===== src/rtl/ife_pkg.sv =====
// Shared constants and types for the IFE block builder.
package ife_pkg;

  // RISC-V "addi x0, x0, 0" used to pad unused block slots.
  localparam logic [31:0] IFE_NOP = 32'h0000_0013;

  typedef enum logic [1:0] {
    BB_IDLE,
    BB_FILL,
    BB_EMIT
  } bb_state_t;

endpackage


===== src/rtl/ife_idle_timer.sv =====
// Idle-cycle counter: counts enabled cycles, clears on demand, flags the last idle cycle.
// Cycles == 0 disables expiry entirely.
module ife_idle_timer #(
  parameter int unsigned Cycles = 16
) (
  input  logic clk_i,
  input  logic rst_ni,
  input  logic clear_i,
  input  logic enable_i,
  output logic expire_o
);

  localparam int unsigned CntW = (Cycles > 1) ? $clog2(Cycles) : 1;

  logic [CntW-1:0] cnt_q, cnt_d;

  // Clear wins over count; the counter never needs to pass Cycles-1.
  always_comb begin
    cnt_d = cnt_q;
    if (clear_i) begin
      cnt_d = '0;
    end else if (enable_i) begin
      cnt_d = cnt_q + 1'b1;
    end
  end

  // Counter register.
  always_ff @(posedge clk_i or negedge rst_ni) begin
    if (!rst_ni) begin
      cnt_q <= '0;
    end else begin
      cnt_q <= cnt_d;
    end
  end

  assign expire_o = (Cycles != 0) && enable_i && (cnt_q == CntW'(Cycles - 1));

endmodule


===== src/rtl/ife_block_builder.sv =====
// Packs a serial instruction stream into fixed-size, ID-tagged, NOP-padded blocks.
// Optional statistics counters are enabled by defining IFE_BLOCK_STATS_EN.
module ife_block_builder
  import ife_pkg::*;
#(
  parameter int unsigned BLOCK_ID_WIDTH = 8,
  parameter int unsigned INSTR_WIDTH    = 32,
  parameter int unsigned BLOCK_SIZE     = 4,
  parameter int unsigned TIMEOUT_CYCLES = 16
) (
  input  logic                              clk,
  input  logic                              rst,
  input  logic [INSTR_WIDTH-1:0]            instr_in,
  input  logic                              instr_valid,
  input  logic                              instr_last,
  output logic                              instr_ready,
  output logic [BLOCK_ID_WIDTH-1:0]         block_id_out,
  output logic [BLOCK_SIZE*INSTR_WIDTH-1:0] block_data_out,
  output logic [$clog2(BLOCK_SIZE+1)-1:0]   block_len_out,
  output logic                              block_valid_out,
  input  logic                              block_ready_in
`ifdef IFE_BLOCK_STATS_EN
  ,
  output logic [31:0]                       stat_blocks_out,
  output logic [31:0]                       stat_padded_out
`endif
);

  localparam int unsigned PtrW = $clog2(BLOCK_SIZE + 1);

  bb_state_t                 state_q, state_d;
  logic [PtrW-1:0]           ptr_q, ptr_d;
  logic [INSTR_WIDTH-1:0]    slot_q [BLOCK_SIZE];
  logic [INSTR_WIDTH-1:0]    slot_d [BLOCK_SIZE];
  logic [BLOCK_ID_WIDTH-1:0] id_q, id_d;

  logic            accept, handshake, close, expire;
  logic [PtrW-1:0] len_next;

  assign accept    = instr_valid && instr_ready;
  assign handshake = block_valid_out && block_ready_in;
  assign len_next  = accept ? ptr_q + 1'b1 : ptr_q;

  ife_idle_timer #(
    .Cycles (TIMEOUT_CYCLES)
  ) u_idle_timer (
    .clk_i    (clk),
    .rst_ni   (rst),
    .clear_i  (accept || (state_q != BB_FILL)),
    .enable_i ((state_q == BB_FILL) && !accept),
    .expire_o (expire)
  );

  // Close condition: block full, explicit last, or idle timeout.
  always_comb begin
    close = 1'b0;
    unique case (state_q)
      BB_IDLE: close = accept && instr_last;
      BB_FILL: close = (accept && ((len_next == PtrW'(BLOCK_SIZE)) || instr_last)) || expire;
      default: close = 1'b0;
    endcase
  end

  // FSM state register.
  always_ff @(posedge clk or negedge rst) begin
    if (!rst) begin
      state_q <= BB_IDLE;
    end else begin
      state_q <= state_d;
    end
  end

  // FSM next-state logic.
  always_comb begin
    state_d = state_q;
    unique case (state_q)
      BB_IDLE: if (accept) state_d = close ? BB_EMIT : BB_FILL;
      BB_FILL: if (close) state_d = BB_EMIT;
      BB_EMIT: if (handshake) state_d = BB_IDLE;
      default: state_d = BB_IDLE;
    endcase
  end

  // FSM outputs.
  always_comb begin
    instr_ready     = (state_q != BB_EMIT);
    block_valid_out = (state_q == BB_EMIT);
  end

  // Slot, pointer and ID next-state: write on accept, pad on close, clear on emit.
  always_comb begin
    ptr_d  = ptr_q;
    slot_d = slot_q;
    id_d   = id_q;
    if (handshake) begin
      ptr_d = '0;
      id_d  = id_q + 1'b1;
      for (int i = 0; i < BLOCK_SIZE; i++) slot_d[i] = '0;
    end else begin
      if (accept) begin
        ptr_d = len_next;
        for (int i = 0; i < BLOCK_SIZE; i++) begin
          if (PtrW'(i) == ptr_q) slot_d[i] = instr_in;
        end
      end
      if (close) begin
        for (int i = 0; i < BLOCK_SIZE; i++) begin
          if (PtrW'(i) >= len_next) slot_d[i] = INSTR_WIDTH'(IFE_NOP);
        end
      end
    end
  end

  // Datapath registers.
  always_ff @(posedge clk or negedge rst) begin
    if (!rst) begin
      ptr_q <= '0;
      id_q  <= '0;
      for (int i = 0; i < BLOCK_SIZE; i++) slot_q[i] <= '0;
    end else begin
      ptr_q  <= ptr_d;
      id_q   <= id_d;
      slot_q <= slot_d;
    end
  end

  // Flatten slots onto the block bus, slot 0 in the low bits.
  always_comb begin
    block_data_out = '0;
    for (int i = 0; i < BLOCK_SIZE; i++) begin
      block_data_out[i*INSTR_WIDTH +: INSTR_WIDTH] = slot_q[i];
    end
  end

  assign block_id_out  = id_q;
  assign block_len_out = ptr_q;

`ifdef IFE_BLOCK_STATS_EN
  logic [31:0] stat_blocks_q, stat_padded_q;

  // Saturating emit counters.
  always_ff @(posedge clk or negedge rst) begin
    if (!rst) begin
      stat_blocks_q <= '0;
      stat_padded_q <= '0;
    end else if (handshake) begin
      if (stat_blocks_q != 32'hFFFF_FFFF) stat_blocks_q <= stat_blocks_q + 32'd1;
      if ((ptr_q < PtrW'(BLOCK_SIZE)) && (stat_padded_q != 32'hFFFF_FFFF)) begin
        stat_padded_q <= stat_padded_q + 32'd1;
      end
    end
  end

  assign stat_blocks_out = stat_blocks_q;
  assign stat_padded_out = stat_padded_q;
`endif

endmodule


===== config.mk =====
export PLATFORM = sky130hd
export DESIGN_NAME = ife_block_builder
export DESIGN_NICKNAME = d
export VERILOG_FILES = /design/src/rtl/ife_pkg.sv /design/src/rtl/ife_idle_timer.sv /design/src/rtl/ife_block_builder.sv
export SDC_FILE = /design/constraint.sdc
export NUM_CORES = 1
export LEC_CHECK = 0
export ABC_AREA = 1
export CAP_MARGIN = 20
export CORE_ASPECT_RATIO = 0.7
export CORE_MARGIN = 8
export CORE_UTILIZATION = 40
export CTS_CLUSTER_DIAMETER = 100
export CTS_CLUSTER_SIZE = 30
export DETAILED_ROUTE_END_ITERATION = 10
export HOLD_SLACK_MARGIN = 0.08
export PLACE_DENSITY = 0.68
export SLEW_MARGIN = 30
export SYNTH_ARGS = -nofsm -noshare
export SYNTH_HDL_FRONTEND = slang
export SYNTH_SLANG_ARGS = --single-unit

===== constraint.sdc =====
create_clock -name clk -period 2.2 [get_ports clk]
set_input_delay 0.44 -clock clk [delete_from_list [all_inputs] [get_ports clk]]
set_output_delay 0.44 -clock clk [all_outputs]
set_load 0.01 [all_outputs]

== Word level (Yosys, flattened, before mapping) ==
Cells that the tools add are included.

* Bits in registers: 145
* Input port bits: 37
* Output and inout bits: 141
* Word-level logic and storage cells: 64

* Add/sub/neg operators: 3
* $lt $le $gt $ge: 4
* Eq/ne operators: 12
* Mux-type cells: 22
* Reductions and logical operators: 15

{| class="wikitable"
|+ Operators with widths
! kind !! count
|-
| $mux 128 || 3
|-
| $mux 32 || 8
|-
| $mux 3 || 3
|-
| $add 8x1->8 const B || 1
|-
| $mux 2 || 4
|-
| $mux 4 || 2
|-
| $eq 2x3->1 const A || 2
|-
| $ge 1x3->1 const A || 2
|-
| $ge 2x3->1 const A || 2
|-
| $logic_and 1x1->1 || 6
|-
| $ne 2x2->1 const B || 3
|-
| $pmux 2 s3 || 1
|-
| $add 4x1->4 const B || 1
|-
| $eq 4x4->1 const B || 1
|-
| $ne 2x1->1 const B || 2
|-
| $reduce_bool 2->1 || 2
|-
| $add 3x1->3 const B || 1
|-
| $eq 1x3->1 const A || 1
|-
| $eq 3x3->1 const B || 1
|-
| $logic_not 3->1 || 1
|-
| $logic_or 1x1->1 || 3
|-
| $reduce_and 3->1 || 1
|-
| $eq 2x1->1 const B || 1
|-
| $eq 2x2->1 const B || 1
|-
| other kinds (3) || 3
|}

== Depth between registers and ports, before layout ==
Gate-level depths: netlist of run 1.

* Depth after elaboration: 11
* Depth in mapped cells: 12
* Depth with buffers taken out: 10

== Modules after synthesis ==
A second synthesis of run 1 with hierarchy kept.

* Cell total of the unflattened synthesis: 1,578
* Area, all modules: 9,784.4 um^2

{| class="wikitable"
|+ By module, submodules not included
! module !! times used !! cells an instance !! area each (um^2) !! seq. area each (um^2)
|-
| ife_block_builder || 1 || 1,553 || 9,562.9 || 3,528.4
|-
| ife_idle_timer || 1 || 25 || 221.5 || 100.1
|}

== Least setup slack after synthesis of run 1 ==
Ideal clock, no wire load.

* Kind: register to register
* Start: register ptr_q[0], in the netlist block_len_out[0]
* End: register slot_q (netlist bit block_data_out[95])
* Setup time: 120 ps
* Data arrival time: 1,787 ps
* Required time: 2,080 ps
* Setup slack: 293 ps
* Cell stages (with the launch flop): 13
* Buffers on the path: 2
* Period minus slack after synthesis: 1,907 ps
* Cells stage by stage: dfrtp_1 ha_1 ha_1 inv_1 nand3_1 nor2_1 nand2_2 nand2_4 o211ai_4 nand2_2 buf_6 buf_12 nor2_2

{| class="wikitable"
|+ RTL lines
! item !! RTL line !! text
|-
| start, declared || ife_block_builder.sv:32 || <nowiki>logic [PtrW-1:0] ptr_q, ptr_d;</nowiki>
|-
| start signal, assigned || ife_block_builder.sv:121 || <nowiki>ptr_q <= ptr_d;</nowiki>
|-
| end signal, assigned || ife_block_builder.sv:123 || <nowiki>slot_q <= slot_d;</nowiki>
|-
| end, declared || ife_block_builder.sv:33 || <nowiki>logic [INSTR_WIDTH-1:0] slot_q [BLOCK_SIZE];</nowiki>
|}

==> metrics, run 1 <==
drt first pass iters 5; vias 5388; Crit Path Class register to register; Worst Path Required 2.51 ns; critical path capture point type register; top_reg_cell synth dfrtp_1; worst-path fanout max 12; Die Ht 125 um; sequential area share after synthesis 53.9%; initial antenna violation count 0; core area 0.0164 mm^2; final setup vio count 0; DRC 0; dominant cells by area after synthesis dfrtp_1, mux2i_1, inv_1; Slew Limit Fails 0; Syn Inst Count 730; P_leak 4.89 nW; run status finished, final reports clean; Pwr Density 1500 mW/mm^2; CTS tree done; Synth top area share 53.9%; Routed Antenna Nets 0; routed vias/inst 4.68; register area 0.00363 mm^2; multi-input logic area 0.00238 mm^2; Slew @ Worst Pin 0.408 ns; latest clock arrival within the worst-skew pair 0.42 ns; final net count 958; final hold vios 0; vias in the first global route 5310; DP Worst Slack -0.0232 ns; global-route wire length before repair 30700 um; Arrival @ worst endpoint 2.33 ns; postcts setup bufs 0; Die ar. 0.0213 mm^2; Worst slew margin 72.6%; Fillers 1460; syn_nets 774; n_diodes 0; die span in x 171 um; VDD IR max 0.624 mV; cell accounting for the most synthesized area dfrtp_1; final WL 19500 um; RSZ-0062 raised after global routing false; Routed WL per cell 16.9 um; PortBufs 177; Synth top cells by count dfrtp_1, inv_1, nor2_1, a21oi_1, nand3_1; #FFs+latches synth 145; Post-DP Area 0.00890 mm^2; CP startpoint kind register; post-route worst setup slack 0.175 ns; DR iter-0 viols 475; Max Cap Viol 0; final setup TNS 0 ns; fmax 0.494 GHz; ys async rst share 100%; htree depth 4; Clock Skew 0.00966 ns; CTS sink cnt 145; clk slew on worst S/H paths 0.06 ns; deepest clock path buffer count 2; count leader, synth dfrtp_1; Cell variety after synth 29; Ys Warns 0; Mapped Area 0.00673 mm^2; Final Cell Area 0.00948 mm^2; share of cells above drive strength 1 9.40%; placed wire-length estimate 13800 um; largest net degree at the start of global routing 65; final worst-path cycle share 92.0%; Starting Density 41.0%; Area growth syn-to-layout 40.8%; final worst path period need 2.02 ns; gp weighted congestion 0.790; EDFF count, synth 0; fin util 57.8%; Syn Area/Cell 9.22 um^2; CTS Root Cell clkbuf_16; total gr overflow 0; Core Rows 39; number of top-level pins 178; Total GRT Usage 18.4%; Num CTS Buffers 17; Hold Crit Class register to register
metrics by stage:
| step | instances | hold slack, ns | total power [mW] |
|---|---|---|---|
| floorplan | 730 | 0.144 | 7.98 |
| global placement | 1119 | 0.382 | 11.4 |
| detailed placement | 1119 | 0.377 | 11.5 |
| CTS | 1151 | 0.461 | 14.4 |
| global route | 1151 | 0.487 | 15.2 |
| finish | 1151 | 0.465 | 14.2 |
what timing repair did:
item                       in CTS  in global routing
setup endpoints to repair       0                  1
gates resized for setup         0                  2
hold buffers                    1                  0
hold endpoints to repair       35                  0
layout make-up:
type	instances	area share (%)
well taps	225	2.97
multi-input cells	406	25.1
clock buffers	21	4.75
clock inverters	10	1.19
repair buffers	203	22.1
inverters	141	5.58
flip-flops and latches	145	38.3
placed cells by master, fill, tap and decap left out, types with 5 or more instances in the layout:
cell type | synthesis | routed
inv_1 | 135 | 135
nand3_1 | 66 | 66
nor2_1 | 118 | 118
nor2_4 | 9 | 10
buf_12 | 1 | 10
xnor2_1 | 6 | 6
o21ai_0 | 8 | 8
buf_4 | 1 | 15
ha_1 | 7 | 7
mux2i_1 | 61 | 61
clkdlybuf4s50_1 | 0 | 175
nand2_1 | 33 | 32
clkbuf_16 | 0 | 17
nand2_2 | 4 | 5
a21oi_1 | 72 | 72
dfrtp_1 | 145 | 144
where the power goes:
| group | leakage [nW] | total, mW | internal, mW | switching (mW) |
|---|---|---|---|---|
| clock network | 0.273 | 2.79 | 1.69 | 1.10 |
| registers | 1.84 | 4.62 | 3.89 | 0.734 |
| logic | 2.78 | 6.79 | 3.49 | 3.31 |
| total | 4.89 | 14.2 | 9.06 | 5.14 |
routing by layer:
layer	up-vias	wire length (um)	share of wire [%]	global-route usage, %
li1	2633	-	-	-
met1	2574	9390	48	26.0
met2	170	8280	43	26.1
met3	11	1700	8.7	7.00
met4	0	105	0.54	3.88
met5	-	0	0	0
critical path: stages, from the launching register on:
cell and delay [ns]:
dfrtp_1 0.43, ha_1 0.22, ha_1 0.30, inv_1 0.06
nand3_1 0.07, nor2_1 0.13, nand2_2 0.09, nand2_4 0.09
nand3_1 0.16, buf_4 0.23, nand3_1 0.08, inv_1 0.05
cell families (layout without fill, tap and decap cells):
logic type / after synthesis / after routing / synth area share (%)
flops: 145 / 145 / 53.9
buf+inv: 179 / 375 / 10.9
compound gates: 82 / 82 / 6.34
simple gates: 248 / 248 / 17.4
xor+xnor: 8 / 8 / 1.04
fa+ha+maj: 7 / 7 / 1.30
mux: 61 / 61 / 9.07
path summary, 6_finish.rpt:
check | slack [ns] | start | end | cells after the start
max | 0.18 | block_len_out[0] | block_data_out[41] | 11
min | 0.46 | u_idle_timer.cnt_q[0] | u_idle_timer.cnt_q[0] | 1
max reg2reg | 0.18 | block_len_out[0] | block_data_out[41] | 11
min reg2reg | 0.46 | u_idle_timer.cnt_q[0] | u_idle_timer.cnt_q[0] | 1
max in group asynchronous | 1.09 | rst | state_q[0] | 3
min in group asynchronous | 0.50 | rst | block_data_out[83] | 2
state kept, by name (all words and copies together) (netlist names):
| register | cells |
|---|---|
| block_id_out | 8 |
| u_idle_timer.cnt_q | 4 |
| block_data_out | 128 |
| state_q | 2 |
| block_len_out | 3 |
Power figures use the tool's default switching activity.
==> run 2: changes to the inputs <==
--- a/config.mk
+++ b/config.mk
@@ -15,6 +15,7 @@
 export DETAILED_ROUTE_END_ITERATION = 10
 export HOLD_SLACK_MARGIN = 0.08
 export PLACE_DENSITY = 0.68
+export REMOVE_ABC_BUFFERS = 1
 export SLEW_MARGIN = 30
 export SYNTH_ARGS = -nofsm -noshare
 export SYNTH_HDL_FRONTEND = slang
==> run 2 against run 1 <==
Via count down 1.6%. Largest cell class unchanged. Largest power group unchanged. Clock-buffer cell count unchanged. Critical path type is now register to output pin. Register-to-register slack worse by 0.02 ns. Sequential cell count stayed put.
==> metrics, run 2 (same netlist as run 1, synthesis figures left out) <==
flop2flop setup slack 0.16 ns (was 0.18 ns); Die Ht 125 um (unchanged); vias in the first global route 5262 (was 5310); latest clock arrival within the worst-skew pair 0.42 ns (about the same); CTS Root Cell clkbuf_16 (unchanged); Final Cell Area 0.00965 mm^2 (was 0.00948 mm^2); final hold vios 0 (unchanged); clk slew on worst S/H paths 0.05 ns (was 0.06 ns); final net count 961 (was 958); Slew @ Worst Pin 0.528 ns (was 0.408 ns); critical path's largest stage delay 0.54 ns (was 0.43 ns); Net Sw Frac 35.5% (was 36.2%); Critical Path, Cell by Cell inv_2, nand2_4, inv_1, clkdlybuf4s50_1 (was ha_1, ha_1, inv_1, nand3_1, nor2_1, nand2_2, nand2_4, nand3_1, buf_4, nand3_1, inv_1); n_diodes 0 (unchanged); Worst Path Required 1.76 ns (was 2.51 ns); Total GRT Usage 18.1% (was 18.4%); initial antenna violation count 0 (unchanged); Post-DP Area 0.00901 mm^2 (was 0.00890 mm^2); P_leak 4.95 nW (was 4.89 nW); final WL 19200 um (was 19500 um); run status finished, final reports clean (unchanged); R2R Path End block_data_out[13] (was block_data_out[41]); Psw 5.19 mW (was 5.14 mW); max FFs per register 128 (unchanged); CTS tree done (unchanged); final worst path period need 2.09 ns (was 2.02 ns); Routed WL per cell 16.6 um (was 16.9 um); Pwr Density 1520 mW/mm^2 (was 1500 mW/mm^2); share of cells above drive strength 1 10.1% (was 9.40%); final worst-path cycle share 95.2% (was 92.0%); clock network power share 21.0% (was 19.6%); vias 5303 (was 5388); routed vias/inst 4.60 (was 4.68); gp weighted congestion 0.787 (was 0.790); PortBufs 177 (unchanged); VDD IR max 1.05 mV (was 0.624 mV); postcts setup bufs 0 (unchanged); commonest non-fill, non-tap cell in the layout clkdlybuf4s50_1 (unchanged); core area 0.0164 mm^2 (unchanged); share of power burned in registers 31.6% (was 32.6%); most frequent cells in the layout clkdlybuf4s50_1, dfrtp_1, inv_1 (unchanged); RSZ-0062 raised after global routing false (unchanged); Die ar. 0.0213 mm^2 (unchanged); critical path capture point type output pin (was register); post-route worst setup slack 0.107 ns (was 0.175 ns); Worst Hold Path EP u_idle_timer.cnt_q[0] (unchanged); DP Worst Slack -0.0610 ns (was -0.0232 ns); Core Rows 39 (unchanged); DR iter-0 viols 328 (was 475); CP max-delay cell clkdlybuf4s50_1 (was dfrtp_1); Worst Reg-to-Reg Cells 11 (unchanged); CP delay by family, top buffers and inverters (was simple AND/OR/NAND/NOR gates); worst hold start u_idle_timer.cnt_q[0] (unchanged); worst-path fanout max 8 (was 12); htree depth 4 (unchanged); deepest clock path buffer count 2 (unchanged); hold depth 1 (unchanged); placed wire-length estimate 13700 um (was 13800 um); DRC 0 (unchanged); total gr overflow 0 (unchanged); global-route wire length before repair 30200 um (was 30700 um); fmax 0.478 GHz (was 0.494 GHz); Num CTS Buffers 17 (unchanged); CTS sink cnt 145 (unchanged); Area growth syn-to-layout 43.4% (was 40.8%); Worst slew margin 64.8% (was 72.6%); Routed Antenna Nets 0 (unchanged); CP startpoint kind register (unchanged); largest net degree at the start of global routing 52 (was 65); Clock Skew 0.0131 ns (was 0.00966 ns); Max Cap Viol 0 (unchanged); Slew Limit Fails 0 (unchanged); Power Internal 9.44 mW (was 9.06 mW); drt first pass iters 4 (was 5); number of top-level pins 178 (unchanged); Hold Crit Class register to register (unchanged); combinational power share 47.4% (was 47.8%); fin util 58.9% (was 57.8%); die span in x 171 um (unchanged); Crit Path Class register to output pin (was register to register); Arrival @ worst endpoint 1.65 ns (was 2.33 ns); final setup TNS 0 ns (unchanged); RR Startpoint block_len_out[0] (unchanged); Starting Density 41.0% (unchanged); final setup vio count 0 (unchanged); CP Buf/Inv Count 3 (unchanged)
run 2: routing by layer:
layer / GRT usage [%] / vias up / routed length, um
li1: - / 2653 / -
met1: 26.1 / 2469 / 9520
met2: 25.3 / 169 / 7800
met3: 6.90 / 12 / 1740
met4: 3.72 / 0 / 154
met5: 0 / - / 0
run 2: how the worst max path moves through the flow:
stage / from / endpoint / slack (ns) / cells after the start
3_3_place_gp: instr_valid / block_data_out[27] / 0.006 / 9
2_1_floorplan: state_q[0] / block_id_out[2] / -0.63 / 7
3_5_place_dp: instr_valid / block_data_out[13] / -0.06 / 9
5_1_grt: state_q[0] / block_valid_out / 0.02 / 4
4_1_cts: state_q[0] / block_valid_out / 0.08 / 4
6_report: state_q[0] / block_valid_out / 0.11 / 4
run 2: what timing repair did:
item / in CTS / in global routing
gates resized for setup: 0 / 3
hold endpoints to repair: 48 / 0
setup endpoints to repair: 0 / 30
hold buffers: 1 / 0
run 2: power groups by stage:
stage	logic [mW]	clock network [mW]	registers, mW
floorplan	2.75	0	5.11
global placement	6.86	0	4.62
detailed placement	6.97	0	4.65
CTS	7.02	3.13	4.62
global route	7.61	3.25	4.77
finish	6.93	3.07	4.63
run 2: metrics by stage:
stage / hold slack [ns] / power [mW] / std cells
floorplan: 0.144 / 7.85 / 692
global placement: 0.440 / 11.5 / 1122
detailed placement: 0.440 / 11.6 / 1122
CTS: 0.460 / 14.8 / 1154
global route: 0.490 / 15.6 / 1154
finish: 0.455 / 14.6 / 1154
run 2: final cells by class:
type / instances / area [um^2]
clock inverters: 10 / 158
fillers: 1424 / 6740
multi-input cells: 406 / 2380
well taps: 225 / 282
inverters: 141 / 529
repair buffers: 206 / 2210
clock buffers: 21 / 470
flip-flops and latches: 145 / 3630
